[src/rtl/gen_pattern_axis.sv]
// gen_pattern_axis: AXI-stream test-pattern generator.
// Emits runs of frames (length beats each, frame_num frames per run or
// unlimited) with a programmable idle gap between frames.
// Payload is selected by MODE: "RANGE" (incrementing counter), "CONST"
// (seed value) or "LFSR" (Galois LFSR, only when GEN_PATTERN_AXIS_LFSR_EN
// is defined; otherwise "LFSR" falls back to "RANGE").
module gen_pattern_axis #(
  parameter int unsigned DSIZE = 32,
  parameter string       MODE  = "RANGE",
  parameter int unsigned KSIZE = DSIZE / 8
) (
  input  logic             clock,
  input  logic             rst,
  input  logic             start,
  input  logic             continuous,
  input  logic [15:0]      length,
  input  logic [15:0]      frame_num,
  input  logic [7:0]       gap,
  input  logic [DSIZE-1:0] seed,
  output logic             busy,
  output logic             done,
  output logic [15:0]      frame_cnt,
  output logic [DSIZE-1:0] axis_tdata,
  output logic             axis_tvalid,
  output logic             axis_tlast,
  output logic             axis_tuser,
  output logic [KSIZE-1:0] axis_tkeep,
  input  logic             axis_tready
);

  localparam logic [1:0] S_IDLE = 2'd0;
  localparam logic [1:0] S_SEND = 2'd1;
  localparam logic [1:0] S_GAP  = 2'd2;
  localparam logic [1:0] S_DONE = 2'd3;

  localparam bit MODE_CONST = (MODE == "CONST");

`ifdef GEN_PATTERN_AXIS_LFSR_EN
  localparam bit MODE_LFSR = (MODE == "LFSR");

  // Galois feedback masks for maximal-length polynomials (tap t -> bit t-1).
  function automatic logic [DSIZE-1:0] lfsr_mask();
    logic [63:0] m;
    case (DSIZE)
      8:       m = 64'h00000000000000B8; // x^8+x^6+x^5+x^4+1
      16:      m = 64'h000000000000D008; // x^16+x^15+x^13+x^4+1
      24:      m = 64'h0000000000E10000; // x^24+x^23+x^22+x^17+1
      32:      m = 64'h0000000080200003; // x^32+x^22+x^2+x^1+1
      40:      m = 64'h000000A000140000; // x^40+x^38+x^21+x^19+1
      48:      m = 64'h0000C00000180000; // x^48+x^47+x^21+x^20+1
      56:      m = 64'h00C0000C00000000; // x^56+x^55+x^36+x^35+1
      64:      m = 64'hD800000000000000; // x^64+x^63+x^61+x^60+1
      default: m = 64'h00000000000000B8;
    endcase
    return DSIZE'(m);
  endfunction

  localparam logic [DSIZE-1:0] LFSR_MASK = lfsr_mask();
`endif

  // Value of the first beat of a run.
  function automatic logic [DSIZE-1:0] first_data(input logic [DSIZE-1:0] s);
    logic [DSIZE-1:0] r;
    r = '0;
    if (MODE_CONST) r = s;
`ifdef GEN_PATTERN_AXIS_LFSR_EN
    if (MODE_LFSR) r = (s == '0) ? DSIZE'(1) : s;
`endif
    return r;
  endfunction

  // Value of the beat following a handshake of beat value d.
  function automatic logic [DSIZE-1:0] next_data(input logic [DSIZE-1:0] d,
                                                 input logic [DSIZE-1:0] s);
    logic [DSIZE-1:0] r;
    r = d + DSIZE'(1);
    if (MODE_CONST) r = s;
`ifdef GEN_PATTERN_AXIS_LFSR_EN
    if (MODE_LFSR) r = d[0] ? ((d >> 1) ^ LFSR_MASK) : (d >> 1);
`endif
    return r;
  endfunction

  logic [1:0]       state_q,      state_d;
  logic [15:0]      len_l_q,      len_l_d;
  logic [15:0]      fnum_l_q,     fnum_l_d;
  logic [7:0]       gap_l_q,      gap_l_d;
  logic [DSIZE-1:0] seed_l_q,     seed_l_d;
  logic             cont_run_q,   cont_run_d;
  logic [15:0]      beat_q,       beat_d;
  logic [15:0]      frames_run_q, frames_run_d;
  logic [7:0]       gap_cnt_q,    gap_cnt_d;
  logic [15:0]      frame_cnt_q,  frame_cnt_d;
  logic [DSIZE-1:0] data_q,       data_d;
  logic             tvalid_q,     tvalid_d;
  logic             tlast_q,      tlast_d;
  logic             tuser_q,      tuser_d;

  logic             hs;
  logic             last_beat;
  logic [15:0]      frames_next;

  assign hs          = tvalid_q && axis_tready;
  assign last_beat   = (beat_q == len_l_q - 16'd1);
  assign frames_next = frames_run_q + 16'd1;

  // Next-state and output-register computation for the run/frame sequencer.
  // tlast/tuser/data for the following beat are prepared at each handshake,
  // so SEND->SEND and GAP->SEND only need to raise tvalid.
  always_comb begin
    state_d      = state_q;
    len_l_d      = len_l_q;
    fnum_l_d     = fnum_l_q;
    gap_l_d      = gap_l_q;
    seed_l_d     = seed_l_q;
    cont_run_d   = cont_run_q;
    beat_d       = beat_q;
    frames_run_d = frames_run_q;
    gap_cnt_d    = gap_cnt_q;
    frame_cnt_d  = frame_cnt_q;
    data_d       = data_q;
    tvalid_d     = tvalid_q;
    tlast_d      = tlast_q;
    tuser_d      = tuser_q;

    case (state_q)
      S_IDLE: begin
        if ((start || continuous) && (length != 16'd0)) begin
          state_d      = S_SEND;
          len_l_d      = length;
          fnum_l_d     = frame_num;
          gap_l_d      = gap;
          seed_l_d     = seed;
          cont_run_d   = continuous;
          beat_d       = '0;
          frames_run_d = '0;
          data_d       = first_data(seed);
          tvalid_d     = 1'b1;
          tuser_d      = 1'b1;
          tlast_d      = (length == 16'd1);
        end
      end

      S_SEND: begin
        if (hs) begin
          data_d = next_data(data_q, seed_l_q);
          if (last_beat) begin
            frame_cnt_d  = frame_cnt_q + 16'd1;
            frames_run_d = frames_next;
            beat_d       = '0;
            tuser_d      = 1'b1;
            tlast_d      = (len_l_q == 16'd1);
            if ((!continuous && (fnum_l_q != 16'd0) && (frames_next == fnum_l_q)) ||
                (cont_run_q && !continuous)) begin
              state_d  = S_DONE;
              tvalid_d = 1'b0;
              tuser_d  = 1'b0;
              tlast_d  = 1'b0;
            end else if (gap_l_q != 8'd0) begin
              state_d   = S_GAP;
              gap_cnt_d = gap_l_q;
              tvalid_d  = 1'b0;
            end
          end else begin
            beat_d  = beat_q + 16'd1;
            tuser_d = 1'b0;
            tlast_d = ((beat_q + 16'd1) == (len_l_q - 16'd1));
          end
        end
      end

      S_GAP: begin
        if (gap_cnt_q == 8'd1) begin
          state_d  = S_SEND;
          tvalid_d = 1'b1;
        end else begin
          gap_cnt_d = gap_cnt_q - 8'd1;
        end
      end

      default: begin
        state_d = S_IDLE;
      end
    endcase
  end

  // State registers with synchronous reset overriding any pending handshake.
  always_ff @(posedge clock) begin
    if (rst) begin
      state_q      <= S_IDLE;
      len_l_q      <= '0;
      fnum_l_q     <= '0;
      gap_l_q      <= '0;
      seed_l_q     <= '0;
      cont_run_q   <= 1'b0;
      beat_q       <= '0;
      frames_run_q <= '0;
      gap_cnt_q    <= '0;
      frame_cnt_q  <= '0;
      data_q       <= '0;
      tvalid_q     <= 1'b0;
      tlast_q      <= 1'b0;
      tuser_q      <= 1'b0;
    end else begin
      state_q      <= state_d;
      len_l_q      <= len_l_d;
      fnum_l_q     <= fnum_l_d;
      gap_l_q      <= gap_l_d;
      seed_l_q     <= seed_l_d;
      cont_run_q   <= cont_run_d;
      beat_q       <= beat_d;
      frames_run_q <= frames_run_d;
      gap_cnt_q    <= gap_cnt_d;
      frame_cnt_q  <= frame_cnt_d;
      data_q       <= data_d;
      tvalid_q     <= tvalid_d;
      tlast_q      <= tlast_d;
      tuser_q      <= tuser_d;
    end
  end

  assign busy        = (state_q != S_IDLE);
  assign done        = (state_q == S_DONE);
  assign frame_cnt   = frame_cnt_q;
  assign axis_tdata  = data_q;
  assign axis_tvalid = tvalid_q;
  assign axis_tlast  = tlast_q;
  assign axis_tuser  = tuser_q;
  assign axis_tkeep  = '1;

endmodule

[config.mk]
export PLATFORM = sky130hd
export DESIGN_NAME = gen_pattern_axis
export DESIGN_NICKNAME = d
export VERILOG_FILES = /design/src/rtl/gen_pattern_axis.sv
export SDC_FILE = /design/constraint.sdc
export NUM_CORES = 1
export LEC_CHECK = 0
export CORE_ASPECT_RATIO = 1.25
export CORE_MARGIN = 5
export CORE_UTILIZATION = 49
export CTS_CLUSTER_DIAMETER = 80
export CTS_CLUSTER_SIZE = 20
export DETAILED_ROUTE_END_ITERATION = 10
export PLACE_DENSITY_LB_ADDON = 0.15
export SYNTH_ARGS = -nofsm -noshare
export SYNTH_HDL_FRONTEND = slang
export SYNTH_SLANG_ARGS = --single-unit
export TNS_END_PERCENT = 1
[constraint.sdc]
create_clock -name clock -period 3.2 [get_ports clock]
set_clock_uncertainty 0.2 [all_clocks]
set_input_delay 0.48 -clock clock [delete_from_list [all_inputs] [get_ports clock]]
set_output_delay 0.48 -clock clock [all_outputs]
set_load 0.005 [all_outputs]
# Yosys cells after proc, flatten, opt, wreduce, memory -nomap -nowiden
# Index checks and enable logic that the tools add are counted.
[classes]
addsub = 6
eq_ne = 17
muxes = 39
n_reduce_logical = 23
[op_table]
columns = ["cell", "n"]
rows = [
  ["two-way mux 16 bit", 5],
  ["two-way mux 32 bit", 2],
  ["one-hot mux 16 bit (2 select lines)", 2],
  ["one-hot mux 32 bit (2 select lines)", 1],
  ["adder 16 x 1 -> 16 bit (second input constant)", 3],
  ["== test 16 bit", 3],
  ["two-way mux 8 bit", 5],
  ["adder 32 x 1 -> 32 bit (second input constant)", 1],
  ["== test 16 x 1 -> 1 bit (second input constant)", 2],
  ["nonzero test 16 bit", 2],
  ["one-hot mux 8 bit (2 select lines)", 1],
  ["subtractor 16 x 1 -> 16 bit (second input constant)", 1],
  ["inequality test 2 bit (second input constant)", 7],
  ["two-way mux 1 bit", 13],
  ["two-way mux 2 bit", 6],
  ["AND reduction 6 bit", 2],
  ["== test 8 x 1 -> 1 bit (second input constant)", 1],
  ["nonzero test 8 bit", 1],
  ["subtractor 8 x 1 -> 8 bit (second input constant)", 1],
  ["one-hot mux 2 bit (3 select lines)", 1],
  ["AND reduction 3 bit", 2],
  ["nonzero test 2 bit", 3],
  ["logical AND 1 bit", 5],
  ["AND reduction 5 bit", 1],
  ["other kinds (11)", 14],
]
[totals]
ff_bits = 134
in_bits = 77
out_inout_bits = 57
elab_cells = 98

# Logic depth before layout (Yosys ltp)
[logic_depth]
depth_word = 8
ltp_mapped = 13
mapped_depth_nobuf = 10

# Worst setup path after synthesis
# Ideal clock, no wire load.
[synth_timing]
kind = "flip-flop to flip-flop"
from = "reg len_l_q[9]"
to = "reg frame_cnt_q[7], in the netlist frame_cnt[7]"
setup_ns = 0.128
arrival_ns = 2.839
t_required_ns = 2.872
path_slack_ns = 0.033
path_stages_with_launch = 11
n_path_buf = 2
period_less_slack_ns = 3.167
cell_sequence = "dfxtp_1 -> clkbuf_2 -> or4_4 -> or3_1 -> a211oi_2 -> o211ai_2 -> or4_1 -> buf_6 -> nor4_2 -> xnor2_1 -> nor2_1"
[synth_between]
elab_chain_cells = 3
[synth_rtl]
columns = ["item", "line", "text"]
rows = [
  ["from (decl)", "85", "logic [15:0] len_l_q, len_l_d;"],
  ["from (signal assigned)", "206", "len_l_q <= len_l_d;"],
  ["subtractor 16 x 1 -> 16 bit", "104", "assign last_beat = (beat_q == len_l_q - 16'd1);"],
  ["== test 16 bit", "104", ""],
  ["AND reduction 3 bit (no source line)", "-", ""],
  ["to (signal assigned)", "214", "frame_cnt_q <= frame_cnt_d;"],
  ["to (decl)", "93", "logic [15:0] frame_cnt_q, frame_cnt_d;"],
]
# No other way between the ends.
# A chain may end at the register's enable or synchronous reset.

# Final worst setup path
[layout_timing]
from = "reg len_l_q[12]"
to = "reg frames_run_q[14]"
[layout_between]
elab_chain_cells = 4
[layout_rtl]
columns = ["item", "line", "text"]
rows = [
  ["subtractor 16 x 1 -> 16 bit", "104", ""],
  ["== test 16 bit", "104", ""],
  ["inequality test 2 bit (no source line)", "-", ""],
  ["AND reduction 4 bit (no source line)", "-", ""],
  ["to (signal assigned)", "212", "frames_run_q <= frames_run_d;"],
  ["to (decl)", "91", "logic [15:0] frames_run_q, frames_run_d;"],
]
# No other way between the ends.

==> results.json <==
{
  "yosys.area.top_type_share_pct": 34.9,
  "synth_cells": 1002,
  "cellPowerDensity_nw_per_um2": 435,
  "ctsHoldBuffers": 0,
  "fillers": 1383,
  "crit_path_end_kind": "flip-flop",
  "drc": 0,
  "worstHoldStart": "cont_run_q",
  "buffer_ports.inserted": 97,
  "globalplace.congestion": 0.880,
  "synth.yosys.warnings": 0,
  "hold_path_class": "reg -> reg",
  "max_clock_freq_ghz": 0.317,
  "setup.reg_to_reg.worst_slack_ps": 50,
  "antenna_found_initial": 0,
  "stdcell_count": 1346,
  "timing.rr.start": "len_l_q[12]",
  "vdd_drop_max_uv": 362,
  "synth.most_common_cell": "sky130_fd_sc_hd__nand2_1",
  "grt_setup_unrepaired": "true",
  "async_flop_share_pct": 0,
  "layout_setup_ws_ps": 48.4,
  "final.hold.worst_slack_ps": 268,
  "post-synth-top-area-cell": "sky130_fd_sc_hd__dfxtp_1",
  "startpoint": "len_l_q[12]",
  "endpoint_of_the_lowest_slack_register_to_register_path": "frames_run_q[14]",
  "floorplan.die.height_um": 150,
  "insertion_delay_ps": 430,
  "post_synth_most_frequent_cells": "150 x sky130_fd_sc_hd__nand2_1, 134 x sky130_fd_sc_hd__dfxtp_1, 95 x sky130_fd_sc_hd__a21oi_1",
  "critical_path_required_ps": 3350,
  "finalNetCount": 1206,
  "avgRoutedWirePerCell_um": 15.8,
  "syn_area_per_cell_sq_um": 7.67,
  "preCtsSetupSlack_ps": -60.8,
  "die_footprint_sq_um": 18300,
  "ioPinCount": 134,
  "finalHoldViolCount": 0,
  "min_to": "cont_run_q",
  "synth-seq-area-share_pct": 34.9,
  "ys_ff_latch": 134,
  "synthDistinctLibCells": 67,
  "firstDrtPassIters": 5,
  "fin_max_slew_vios": 0,
  "cap_viol_max_count": 0,
  "horizontal_die_dimension_um": 122,
  "grt_pass1_wl_um": 34000,
  "half_perimeter_wire_length_after_detailed_placement_um": 15300,
  "critical_path_class": "reg -> reg",
  "h_tree_depth": 4,
  "total_power_mw": 4.34,
  "numClockSinks": 134,
  "num_antenna_cells": 0,
  "finalSetupViolCount": 0,
  "post_route_cells_drive_above_1_share_pct": 12.9,
  "ys_top_cells_by_area": "sky130_fd_sc_hd__dfxtp_1 35%, sky130_fd_sc_hd__nand2_1 7.3%, sky130_fd_sc_hd__xor2_1 6.4%",
  "clockBufferDepth": 2,
  "cts_tree": "done",
  "via_per_inst": 5.67,
  "global_route.overflow_total": 0,
  "hold_path_depth": 2,
  "drt_iter0_markers": 399,
  "reg2regPathDepth": 9,
  "flow.area_growth_from_synthesis_pct": 29.7,
  "core_area_sq_um": 15500,
  "slew_headroom_pct": 50.5,
  "numPlacedInstances": 1306,
  "global_route.usage.total_pct": 23.0,
  "outcome": "complete, no violations",
  "drt_wirelength_um": 21300,
  "grt_start_max_net_pins": 42,
  "cts.reportedPaths.clkPinSlew_ps": 60,
  "floorplan_row_count": 51,
  "cts_root_buf": "sky130_fd_sc_hd__clkbuf_16",
  "arrival_ps": 3310,
  "first_global_vias": 7065,
  "synth_edf_count": 0,
  "min_period_over_period_pct": 98.5,
  "synth_area_sq_um": 7680,
  "cts-buffers-inserted": 17,
  "start_util_pct": 49.5,
  "post-route-min-period_ps": 3150,
  "leakage_power_nw": 3.61,
  "vias": 7638,
  "worstMarginPinSlew_ps": 737,
  "detail-route-antenna-nets": 0,
  "critPathMaxFanout": 7,
  "start_kind": "flip-flop",
  "synth_top_flop_cell": "sky130_fd_sc_hd__dfxtp_1"
}
-- registers in the layout, summed over array words and instances, names as in the netlist --
| signal | count |
|---|---|
| frame_cnt | 16 |
| axis_tvalid | 1 |
| axis_tlast | 1 |
| axis_tdata | 32 |
| beat_q | 16 |
| gap_l_q | 8 |
| state_q | 2 |
| fnum_l_q | 16 |
| axis_tuser | 1 |
| len_l_q | 16 |
| frames_run_q | 16 |
| gap_cnt_q | 8 |
| cont_run_q | 1 |
-- cell families after synthesis --
kind of cell             count (synthesis)  synth area share, %
multiplexers                             4                0.538
AO/OA/AOI/OAI                          218                 17.4
adder cells (fa/ha/maj)                  8                 1.30
other                                    1               0.0488
XOR/XNOR                                97                 11.1
flip-flops                             134                 34.9
buffers and inverters                   85                 4.51
AND/OR/NAND/NOR                        455                 30.2
-- critical path: stages (launching register included) --
cell	delay (ps)
sky130_fd_sc_hd__dfxtp_2	320
sky130_fd_sc_hd__or4_4	530
sky130_fd_sc_hd__or3_4	350
sky130_fd_sc_hd__a211oi_4	240
sky130_fd_sc_hd__o211ai_2	170
sky130_fd_sc_hd__nor4_4	410
sky130_fd_sc_hd__buf_6	210
sky130_fd_sc_hd__nand3_4	80
sky130_fd_sc_hd__or4_4	430
sky130_fd_sc_hd__a21oi_4	140
-- stage by stage --
| stage | setup TNS (ps) | area, sq um | utilization (%) |
|---|---|---|---|
| 2_1_floorplan | 0 | 7690 | - |
| 3_3_place_gp | 0 | 9130 | 58.9 |
| 3_5_place_dp | -69.6 | 9130 | 58.9 |
| 4_1_cts | 0 | 9740 | 62.8 |
| 5_1_grt | -249 | 9960 | 64.3 |
| 6_report | 0 | 9960 | 64.3 |
-- cell type report --
cell class | count | area (sq um) | area share, %
clock buffer | 20 | 457 | 4.58
timing repair buffer | 165 | 1550 | 15.5
tap | 212 | 265 | 2.66
inverter | 17 | 63.8 | 0.640
multi-input combinational | 786 | 4820 | 48.4
sequential | 134 | 2690 | 27.0
clock inverter | 12 | 128 | 1.28
-- worst max path at each step --
stage | end | slack (ps) | cells after the start
finish | frames_run_q[14] | 50 | 9
global route | frames_run_q[14] | -60 | 10
CTS | frames_run_q[14] | 10 | 10
detailed placement | frames_run_q[5] | -60 | 10
global placement | frames_run_q[9] | 30 | 11
floorplan | frame_cnt[7] | 30 | 10
-- repair_timing --
| action | in CTS | in global routing |
|---|---|---|
| endpoints found under the setup margin | 9 | 49 |
| gates cloned | 0 | 1 |
| setup buffers | 0 | 7 |
| hold endpoints to repair | 0 | 0 |
| pin swaps | 1 | 18 |
| resized for setup | 4 | 39 |
-- layout by cell type (no fill, tap or decap), drive strengths merged, types with 4 or more instances in the layout --
cell,n
nand3,44
nor2,88
nand2,150
a21oi,95
o211ai,11
clkbuf,21
ha,8
xnor2,41
nand3b,9
clkdlybuf4s50,96
and3,15
a21o,4
a32o,7
nor4,23
a211oi,8
a31oi,10
nor3b,5
inv,18
conb,4
xor2,56
and2,8
and4,10
or4,8
nand4,32
o21ai,47
nor2b,11
clkinvlp,4
dfxtp,134
or3,16
a41oi,5
o2111ai,4
buf,68
nand2b,4
nor3,24
clkinv,5
-- where the power goes --
group / total, mW / switching [mW] / internal, mW / leakage, nW
Sequential: 1.76 / 0.0456 / 1.71 / 1.09
Clock: 1.93 / 0.744 / 1.18 / 0.278
Combinational: 0.654 / 0.355 / 0.299 / 2.25
Total: 4.34 / 1.14 / 3.19 / 3.61
-- routing by layer --
layer	up-vias	global-route usage, %	part of all wire, %	wire (um)
met5	-	0	0	0
met4	0	11.1	2.6	552
met3	48	4.35	5.9	1260
met2	238	39.2	49	10500
met1	3546	27.8	42	8960
li1	3806	-	-	-
(Power assumes the default switching activity.)
